File: src/rtl/pipelined_barrel_rotator_left.sv
// Pipelined left barrel rotator with valid/ready handshakes; stage k applies the 2^k rotation step.
// Optional input capture register: define PIPELINED_BARREL_ROTATOR_LEFT_INPUT_REGISTER_EN.
module pipelined_barrel_rotator_left #(
    parameter int DATA_WIDTH     = 8,
    parameter int ROTATION_WIDTH = $clog2(DATA_WIDTH)
) (
    input  logic                      clock,
    input  logic                      resetn,
    input  logic [DATA_WIDTH-1:0]     data_in,
    input  logic [ROTATION_WIDTH-1:0] rotation,
    input  logic                      in_valid,
    output logic                      in_ready,
    output logic [DATA_WIDTH-1:0]     data_out,
    output logic                      out_valid,
    input  logic                      out_ready
);

    localparam int LAST = ROTATION_WIDTH - 1;

    function automatic logic [DATA_WIDTH-1:0] rotl_by(input logic [DATA_WIDTH-1:0] d,
                                                      input int amt);
        return (d << amt) | (d >> (DATA_WIDTH - amt));
    endfunction

    // Step 2^k reduced mod the width so non-power-of-two widths wrap instead of zeroing.
    function automatic int step_amount(input int k);
        return (1 << k) % DATA_WIDTH;
    endfunction

    function automatic logic [DATA_WIDTH-1:0] stage_rotate(input logic [DATA_WIDTH-1:0] d,
                                                           input logic sel,
                                                           input int k);
        return sel ? rotl_by(d, step_amount(k)) : d;
    endfunction

    logic                      src_vld;
    logic [DATA_WIDTH-1:0]     src_data;
    logic [ROTATION_WIDTH-1:0] src_rot;

    logic [ROTATION_WIDTH-1:0] vld_p;
    logic [ROTATION_WIDTH-1:0] adv_p;
    logic [DATA_WIDTH-1:0]     data_p [ROTATION_WIDTH];
    logic [ROTATION_WIDTH-1:0] rot_p  [ROTATION_WIDTH];

    logic [ROTATION_WIDTH-1:0] pred_vld;
    logic [DATA_WIDTH-1:0]     pred_data [ROTATION_WIDTH];
    logic [ROTATION_WIDTH-1:0] pred_rot  [ROTATION_WIDTH];

`ifdef PIPELINED_BARREL_ROTATOR_LEFT_INPUT_REGISTER_EN
    // ---- input capture stage: isolates data_in/rotation timing from the first rotate step ----
    logic                      in_vld_p;
    logic [DATA_WIDTH-1:0]     in_data_p;
    logic [ROTATION_WIDTH-1:0] in_rot_p;
    logic                      in_adv;

    assign in_adv   = !in_vld_p || adv_p[0];
    assign in_ready = in_adv;

    always_ff @(posedge clock or negedge resetn) begin
        if (!resetn) begin
            in_vld_p  <= 1'b0;
            in_data_p <= '0;
            in_rot_p  <= '0;
        end else if (in_adv) begin
            in_vld_p <= in_valid;
            if (in_valid) begin
                in_data_p <= data_in;
                in_rot_p  <= rotation;
            end
        end
    end

    assign src_vld  = in_vld_p;
    assign src_data = in_data_p;
    assign src_rot  = in_rot_p;
`else
    assign src_vld  = in_valid;
    assign src_data = data_in;
    assign src_rot  = rotation;
    assign in_ready = adv_p[0];
`endif

    // Stage k may advance when it, or any stage after it, has room; unrolled to avoid a comb loop.
    always_comb begin
        logic acc;
        acc   = out_ready;
        adv_p = '0;
        for (int k = LAST; k >= 0; k--) begin
            acc      = acc | ~vld_p[k];
            adv_p[k] = acc;
        end
    end

    always_comb begin
        pred_vld     = '0;
        pred_data    = '{default: '0};
        pred_rot     = '{default: '0};
        pred_vld[0]  = src_vld;
        pred_data[0] = src_data;
        pred_rot[0]  = src_rot;
        for (int k = 1; k < ROTATION_WIDTH; k++) begin
            pred_vld[k]  = vld_p[k-1];
            pred_data[k] = data_p[k-1];
            pred_rot[k]  = rot_p[k-1];
        end
    end

    // ---- rotate stages: each consumes bit 0 of the remaining amount and shifts the rest down ----
    always_ff @(posedge clock or negedge resetn) begin
        if (!resetn) begin
            for (int k = 0; k < ROTATION_WIDTH; k++) begin
                vld_p[k]  <= 1'b0;
                data_p[k] <= '0;
                rot_p[k]  <= '0;
            end
        end else begin
            for (int k = 0; k < ROTATION_WIDTH; k++) begin
                if (adv_p[k]) begin
                    vld_p[k] <= pred_vld[k];
                    if (pred_vld[k]) begin
                        data_p[k] <= stage_rotate(pred_data[k], pred_rot[k][0], k);
                        rot_p[k]  <= pred_rot[k] >> 1;
                    end
                end
            end
        end
    end

    // ---- output: last stage drives the downstream handshake ----
    assign out_valid = vld_p[LAST];
    assign data_out  = data_p[LAST];

endmodule

File: config.mk
export PLATFORM = sky130hd
export DESIGN_NAME = pipelined_barrel_rotator_left
export DESIGN_NICKNAME = d
export VERILOG_FILES = /design/src/rtl/pipelined_barrel_rotator_left.sv
export SDC_FILE = /design/constraint.sdc
export NUM_CORES = 1
export LEC_CHECK = 0
export CAP_MARGIN = 10
export CORE_ASPECT_RATIO = 0.8
export CORE_MARGIN = 2
export CORE_UTILIZATION = 45
export CTS_CLUSTER_DIAMETER = 60
export DETAILED_ROUTE_END_ITERATION = 10
export PLACE_DENSITY = 0.81
export SKIP_CTS_REPAIR_TIMING = 1
export SYNTH_ARGS = -nofsm -noshare
export SYNTH_HDL_FRONTEND = slang
export SYNTH_SLANG_ARGS = --single-unit
File: constraint.sdc
create_clock -name clock -period 1.4 [get_ports clock]
set_input_delay 0.28 -clock clock [delete_from_list [all_inputs] [get_ports clock]]
set_output_delay 0.28 -clock clock [all_outputs]
set_load 0.005 [all_outputs]
==> results of run 1 <==
per-stage QoR:
| stage | std cells | cell area [um^2] | util (%) | setup TNS, ns | hold slack [ns] |
|---|---|---|---|---|---|
| 6_report | 203 | 1970 | 58.8 | 0 | 0.358 |
| 5_1_grt | 203 | 1970 | 58.8 | 0 | 0.366 |
| 4_1_cts | 198 | 1910 | 56.8 | -0.629 | 0.356 |
| 3_5_place_dp | 190 | 1800 | 53.6 | -3.07 | 0.500 |
| 3_3_place_gp | 190 | 1800 | 53.6 | -2.59 | 0.495 |
| 2_1_floorplan | 134 | 1550 | - | 0 | -0.0156 |
power by group through the flow:
stage	Clock, mW	Sequential, mW	Combinational (mW)
3_5_place_dp	0	1.28	0.788
5_1_grt	0.902	1.29	0.909
6_report	0.835	1.25	0.821
2_1_floorplan	0	1.20	0.642
4_1_cts	0.859	1.27	0.789
3_3_place_gp	0	1.26	0.767
how the worst max path moves through the flow:
stage / slack, ns / from / to / depth (start not counted)
6_report: 0.07 / vld_p[2] / in_ready / 3
5_1_grt: 0.02 / vld_p[2] / in_ready / 3
4_1_cts: -0.34 / out_ready / in_ready / 3
3_5_place_dp: -0.32 / out_ready / in_ready / 3
3_3_place_gp: -0.32 / out_ready / in_ready / 3
2_1_floorplan: 0.18 / vld_p[0] / pred_rot[3] / 4
layout make-up:
class                      instances  share of cell area (%)
sequential                        30                    38.1
multi-input combinational         84                    33.1
timing repair buffer              39                    20.6
clock buffer                       5                    3.49
tap                               42                    2.66
clock inverter                     3                    2.03
cells by family (layout without fill, tap and decap cells):
family,Yosys count,count (layout),synth area share (%)
AOI/OAI and AO/OA,48,48,18.8
buffers and inverters,20,47,9.15
DFF,30,30,48.6
muxes,27,27,17.7
and+or+nand+nor,9,9,5.75
flip-flops by register name, indices dropped and copies added, names as in the netlist:
register / flops
pred_rot: 3
data_p: 16
data_out: 8
vld_p: 3
routing by layer:
metal / wire length, um / vias up / part of all wire [%]
li1: - / 536 / -
met1: 1120 / 501 / 43
met2: 1320 / 31 / 50
met3: 159 / 2 / 6.0
met4: 29 / 0 / 1.1
met5: 0 / - / 0
synth_stat cells:
master	count	share of area, %
nand2_1	2	0.49
a31oi_1	16	6.5
buf_2	2	0.65
buf_6	3	2.2
mux2i_1	24	16
a21oi_2	8	4.5
mux2_2	3	2.2
nand4b_4	1	1.5
or2b_1	1	0.49
nand3b_4	1	1.3
a21oi_1	24	7.8
and2_4	1	0.57
dfrtp_1	30	49
clkbuf_1	2	0.49
nand2b_2	1	0.57
nand2b_1	2	0.81
clkbuf_2	3	0.97
buf_4	10	4.9
critical path: stages, from the launching register on:
cell and delay, ns:
dfrtp_2 0.40, buf_4 0.15, nand4b_4 0.09, dlymetal6s2s_1 0.14
==> Flow_metrics.wiki, run 1 <==
{| class="wikitable"
! Metric !! Value
|-
| Run status || completed
|-
| Weighted congestion at the end of routability-driven global placement || between 0.7 and 0.8
|-
| Unique cell type count in the Yosys netlist || 18
|-
| Clock sink total || 30
|-
| Met3 usage || 6.10%
|-
| Share of power burned in combinational logic || 28.3%
|-
| Fmax achieved || 754 MHz
|-
| Most used cells in the layout excluding fill and tap cells || dfrtp_1, mux2i_1, a21oi_1, a31oi_1
|-
| R2r startpoint || vld_p[2]
|-
| Number of endpoints failing setup at the final stage || 0
|-
| CP Launch Type || flip-flop
|-
| Max-slew violation count || 0
|-
| Synth warn || 0
|-
| Cell-internal power || 2.10 mW
|-
| Worst setup slack before clock tree synthesis || -0.320 ns
|-
| Endpoint kind of the worst setup timing path || output pin
|-
| Initial core utilization || 46.1%
|-
| Total overflow reported by the global router || 0
|-
| Number of levels the H-tree was split into || 2
|-
| Commonest non-fill, non-tap cell in the layout || dfrtp_1
|-
| Register-to-register setup slack || 0.12 ns
|-
| Overall Power || 2.90 mW
|-
| FF-to-FF path depth || 5
|-
| Seq pwr share || between 40% and 50%
|-
| Starting DRT DRC Count || 31
|-
| DIE AREA || 0.00392 mm^2
|-
| Count of filler cells inserted in the layout || 278
|-
| Share of cells above drive strength 1 || 24.2%
|-
| Area taken by flip-flops and latches || 752 um^2
|-
| Half-perimeter wire length after placement || about 2 mm
|-
| Switching Share || about 28%
|-
| Die height || roughly 56 um
|-
| Max transition margin || slightly above 70%
|-
| Reg2reg end || pred_rot[3]
|-
| GR Util All Layers || 14.9%
|-
| Worst path arrival time || between 1 and 1.5 ns
|-
| First-pass GRT wire length || approximately 4.5 mm
|-
| Overall routed net length || between 2 and 3 mm
|-
| Post-Synthesis Mean Instance Area || 11.5 um^2
|-
| Area added between synthesis and finish || 27.6%
|-
| Pre-antenna DRT Iters || 4
|-
| Crit-path max FO || 2
|-
| Core box area || 0.00335 mm^2
|-
| Clock latency of the later-clocked register in the worst-skew pair || 0.28 ns
|-
| Routed wire per std cell || 13.0 um
|-
| FF+latch count, synth || 30
|-
| Cell leakage power || 0.884 nW
|-
| Transition time of the tightest slew-check pin || 0.418 ns
|-
| Class of the most critical hold timing path || in2async
|-
| Clock tree from TritonCTS || yes
|-
| Power density cells || ~1500 mW/mm^2
|-
| Overall via count from detail_route || 1070
|-
| Final hold violation count || 0
|-
| ANT nets after route || 0
|-
| Maximum ir drop on the vdd rail || roughly 0.84 mV
|-
| Horizontal die dimension || 69.5 um
|-
| Met2 capacity usage during global routing || 26.2%
|-
| Most Used Layer, Global Route || met2
|-
| Core Rows || 19
|-
| Maximum number of pins on one net before global-route repair || 31
|-
| Number of vias per cell || about 5.3
|-
| Final worst path period share || between 90 and 100%
|-
| GR Util met1 || between 10% and 20%
|-
| Clock buffer count from CTS || 5
|-
| Number of global-route vias before repair || 1008
|-
| Number of buffers on the longest clock path || 2
|-
| DRC violations left || 0
|-
| Syn Std Cell Area || ~0.0015 mm^2
|-
| Share of power burned in the clock network || 28.7%
|-
| Port Buf Inserts || 24
|-
| Path type of the worst setup path || reg2out
|-
| Worst path required time || 1.12 ns
|-
| Fin nets || 175
|-
| Root cell of the clock tree || clkbuf_8
|-
| Shortest period the worst path allows || around 1.3 ns
|-
| I/O pin count || 25
|-
| Syn Nets || 149
|-
| Net load switching power || 0.808 mW
|-
| Cells after Synth || 134
|-
| Max-cap violations || 0
|-
| Antenna violations before repair || 0
|-
| Unrepaired setup endpoints after global routing || no
|-
| Multi-input gate area in the final layout || 653 um^2
|-
| Worst Slack Setup Final || 0.0745 ns
|-
| Antenna Cells || 0
|-
| Sequential area share after synthesis || 48.6%
|-
| Maximum clock skew at final layout || 0.00331 ns
|-
| Clock slew seen by the registers of the worst setup and hold paths || 0.06 ns
|}
(Power assumes the default switching activity.)
==> run 2: changes to the inputs <==
--- a/config.mk
+++ b/config.mk
@@ -11,6 +11,7 @@
 export CORE_UTILIZATION = 45
 export CTS_CLUSTER_DIAMETER = 60
 export DETAILED_ROUTE_END_ITERATION = 10
+export MAX_ROUTING_LAYER = met4
 export PLACE_DENSITY = 0.81
 export SKIP_CTS_REPAIR_TIMING = 1
 export SYNTH_ARGS = -nofsm -noshare
==> constraint.sdc (replaced) <==
create_clock -name clock -period 1.45 [get_ports clock]
set_input_delay 0.29 -clock clock [delete_from_list [all_inputs] [get_ports clock]]
set_output_delay 0.29 -clock clock [all_outputs]
set_load 0.005 [all_outputs]
==> run 2 against run 1 <==
First-iteration DRC count down 32%. Largest cell class unchanged. Highest routed layer unchanged. Global-route usage up 1.1 points. Core utilization shrank 1.8 points. Non-clock buffer count shrank 2.
==> Flow_metrics.wiki, run 2 (same netlist as run 1, synthesis figures left out) <==
{| class="wikitable"
! Metric !! Value
|-
| Run status || completed
|-
| Share of cells above drive strength 1 || 22.0% (-2.2 points)
|-
| Die height || 56.4 um (unchanged)
|-
| CP max stage delay || 0.49 ns (+0.09 ns)
|-
| Overall via count from detail_route || 1067 (-0.28%)
|-
| Worst path required time || 1.16 ns (+0.04 ns)
|-
| Initial core utilization || 46.1% (unchanged)
|-
| Dominant delay contributor by cell family on the critical path || buffers and inverters
|-
| Half-perimeter wire length after placement || 2.00 mm (-0.37%)
|-
| Clock buffer count from CTS || 5 (unchanged)
|-
| Path type of the worst setup path || reg2out
|-
| Max-cap violations || 0 (unchanged)
|-
| Fin nets || 173 (-1.1%)
|-
| Fmax achieved || 710 MHz
|-
| Clock sink total || 30 (unchanged)
|-
| Number of buffer and inverter stages on the critical path || 1 (-1)
|-
| Clock tree from TritonCTS || yes
|-
| Maximum ir drop on the vdd rail || 0.625 mV (-25%)
|-
| Max-slew violation count || 0 (unchanged)
|-
| Number of endpoints failing setup at the final stage || 0 (unchanged)
|-
| Weighted congestion at the end of routability-driven global placement || 0.772 (+1.5%)
|-
| DRC violations left || 0 (unchanged)
|-
| Number of global-route vias before repair || 1013 (+0.50%)
|-
| Power density cells || 1390 mW/mm^2 (-5.3%)
|-
| Finished Layout Cells || 201 (-0.99%)
|-
| Maximum clock skew at final layout || 0.00501 ns (+0.00170 ns)
|-
| Number of levels the H-tree was split into || 2 (unchanged)
|-
| Final cell utilization of the core || 57.1% (-1.8 points)
|-
| Area added between synthesis and finish || 23.8%
|-
| Worst path arrival time || 1.12 ns (+0.07 ns)
|-
| Overall routed net length || 2.71 mm (+3.0%)
|-
| Antenna violations before repair || 0 (unchanged)
|-
| Cell-by-cell listing of the critical path || clkdlybuf4s50_1
|-
| Total overflow reported by the global router || 0 (unchanged)
|-
| Antenna Cells || 0 (unchanged)
|-
| Clock slew seen by the registers of the worst setup and hold paths || 0.06 ns (about the same)
|-
| Commonest non-fill, non-tap cell in the layout || dfrtp_1
|-
| Shortest period the worst path allows || ~1.4 ns
|-
| Register ranked first by flip-flop count || data_p
|-
| Class of the most critical hold timing path || in2async
|-
| ANT nets after route || 0 (unchanged)
|-
| Horizontal die dimension || 69.5 um (unchanged)
|-
| Number of buffers on the longest clock path || 2 (unchanged)
|-
| Most used cells in the layout excluding fill and tap cells || dfrtp_1, mux2i_1, a21oi_1, clkdlybuf4s50_1, a31oi_1
|-
| Slowest cell on the critical path || clkdlybuf4s50_1
|-
| First-pass GRT wire length || 4.65 mm (+2.6%)
|-
| Maximum number of pins on one net before global-route repair || 31 (unchanged)
|-
| Core Rows || 19 (unchanged)
|-
| Number of vias per cell || 5.31 (+0.71%)
|-
| Max transition margin || 72.0% (-0.093 points)
|-
| Clock latency of the later-clocked register in the worst-skew pair || 0.28 ns (about the same)
|-
| Port Buf Inserts || 24 (unchanged)
|-
| Starting DRT DRC Count || 21 (-32%)
|-
| Transition time of the tightest slew-check pin || 0.419 ns (+0.00140 ns)
|-
| Max FFs per register || 16 (unchanged)
|-
| Crit-path max FO || 2 (unchanged)
|-
| Cell leakage power || 0.833 nW (-5.7%)
|-
| CP Launch Type || flip-flop
|-
| I/O pin count || 25 (unchanged)
|-
| DIE AREA || 0.00392 mm^2 (unchanged)
|-
| Final hold violation count || 0 (unchanged)
|-
| Core box area || 0.00335 mm^2 (unchanged)
|-
| Number of cells after detailed placement || 190 (unchanged)
|-
| GR Util All Layers || 15.9% (+1.1 points)
|-
| Root cell of the clock tree || clkbuf_8
|-
| Pre-antenna DRT Iters || 4 (unchanged)
|-
| Endpoint kind of the worst setup timing path || output pin
|-
| Routed wire per std cell || 13.5 um (+4.0%)
|-
| Final worst path period share || 97.2%
|}
run 2: cell types whose count changed in the layout (fill, tap and decap cells not counted), sizes merged:
| cell | delta |
|---|---|
| dlymetal6s2s | -5 |
| clkdlybuf4s50 | +5 |
| bufinv | -1 |
| clkinv | -1 |
| buf | -2 |
| clkbuf | +2 |
run 2: final timing paths:
| check | start | endpoint | slack, ns | cells after the start |
|---|---|---|---|---|
| setup / recovery | data_out[5] | data_out[5] | 0.04 | 1 |
| setup reg to reg | vld_p[2] | data_out[6] | 0.16 | 5 |
| max in group asynchronous | resetn | vld_p[1] | 0.77 | 2 |
| min in group clock | pred_rot[4] | pred_rot[4] | 0.51 | 1 |
| hold / removal | resetn | vld_p[2] | 0.40 | 2 |
| hold reg to reg | pred_rot[4] | pred_rot[4] | 0.51 | 1 |
run 2: routing by layer:
metal / track usage (%) / up-vias / share of wire (%) / wire length (um)
met5: - / - / 0 / 0
met4: 5.88 / 0 / 1.3 / 36
met3: 5.92 / 6 / 5.6 / 153
met2: 25.7 / 28 / 50 / 1360
met1: 18.3 / 501 / 43 / 1160
li1: - / 532 / - / -
run 2: power breakdown:
group          leakage [nW]  internal (mW)  total (mW)  switching (mW)
Combinational         0.462          0.463       0.778           0.315
Sequential            0.323           1.04        1.21           0.170
Clock                0.0482          0.382       0.678           0.297
run 2: final cells by class:
type	instances	area [um^2]
clock inverters	1	5.00
repair buffers	37	365
clock buffers	7	86.3
well taps	42	52.6
fillers	283	1440
flip-flops and latches	30	751
multi-input cells	84	653
run 2: stage by stage:
stage | TNS, ns | cell area [um^2] | hold WS [ns] | setup WS, ns | power, mW
6_report | 0 | 1910 | 0.399 | 0.0406 | 2.67
5_1_grt | -0.00772 | 1910 | 0.429 | -0.00772 | 2.84
4_1_cts | -0.381 | 1880 | 0.415 | -0.305 | 2.68
3_5_place_dp | -2.22 | 1780 | 0.500 | -0.289 | 2.00
3_3_place_gp | -1.82 | 1780 | 0.496 | -0.294 | 1.95
2_1_floorplan | 0 | 1550 | -0.00559 | 0.231 | 1.78
==> run 3: changes to the inputs <==
--- a/config.mk
+++ b/config.mk
@@ -5,7 +5,7 @@
 export SDC_FILE = /design/constraint.sdc
 export NUM_CORES = 1
 export LEC_CHECK = 0
-export CAP_MARGIN = 10
+export CAP_MARGIN = 5
 export CORE_ASPECT_RATIO = 0.8
 export CORE_MARGIN = 2
 export CORE_UTILIZATION = 45
==> results of run 3 <==
Final layout, timing and power as in run 2 (identical DEF).
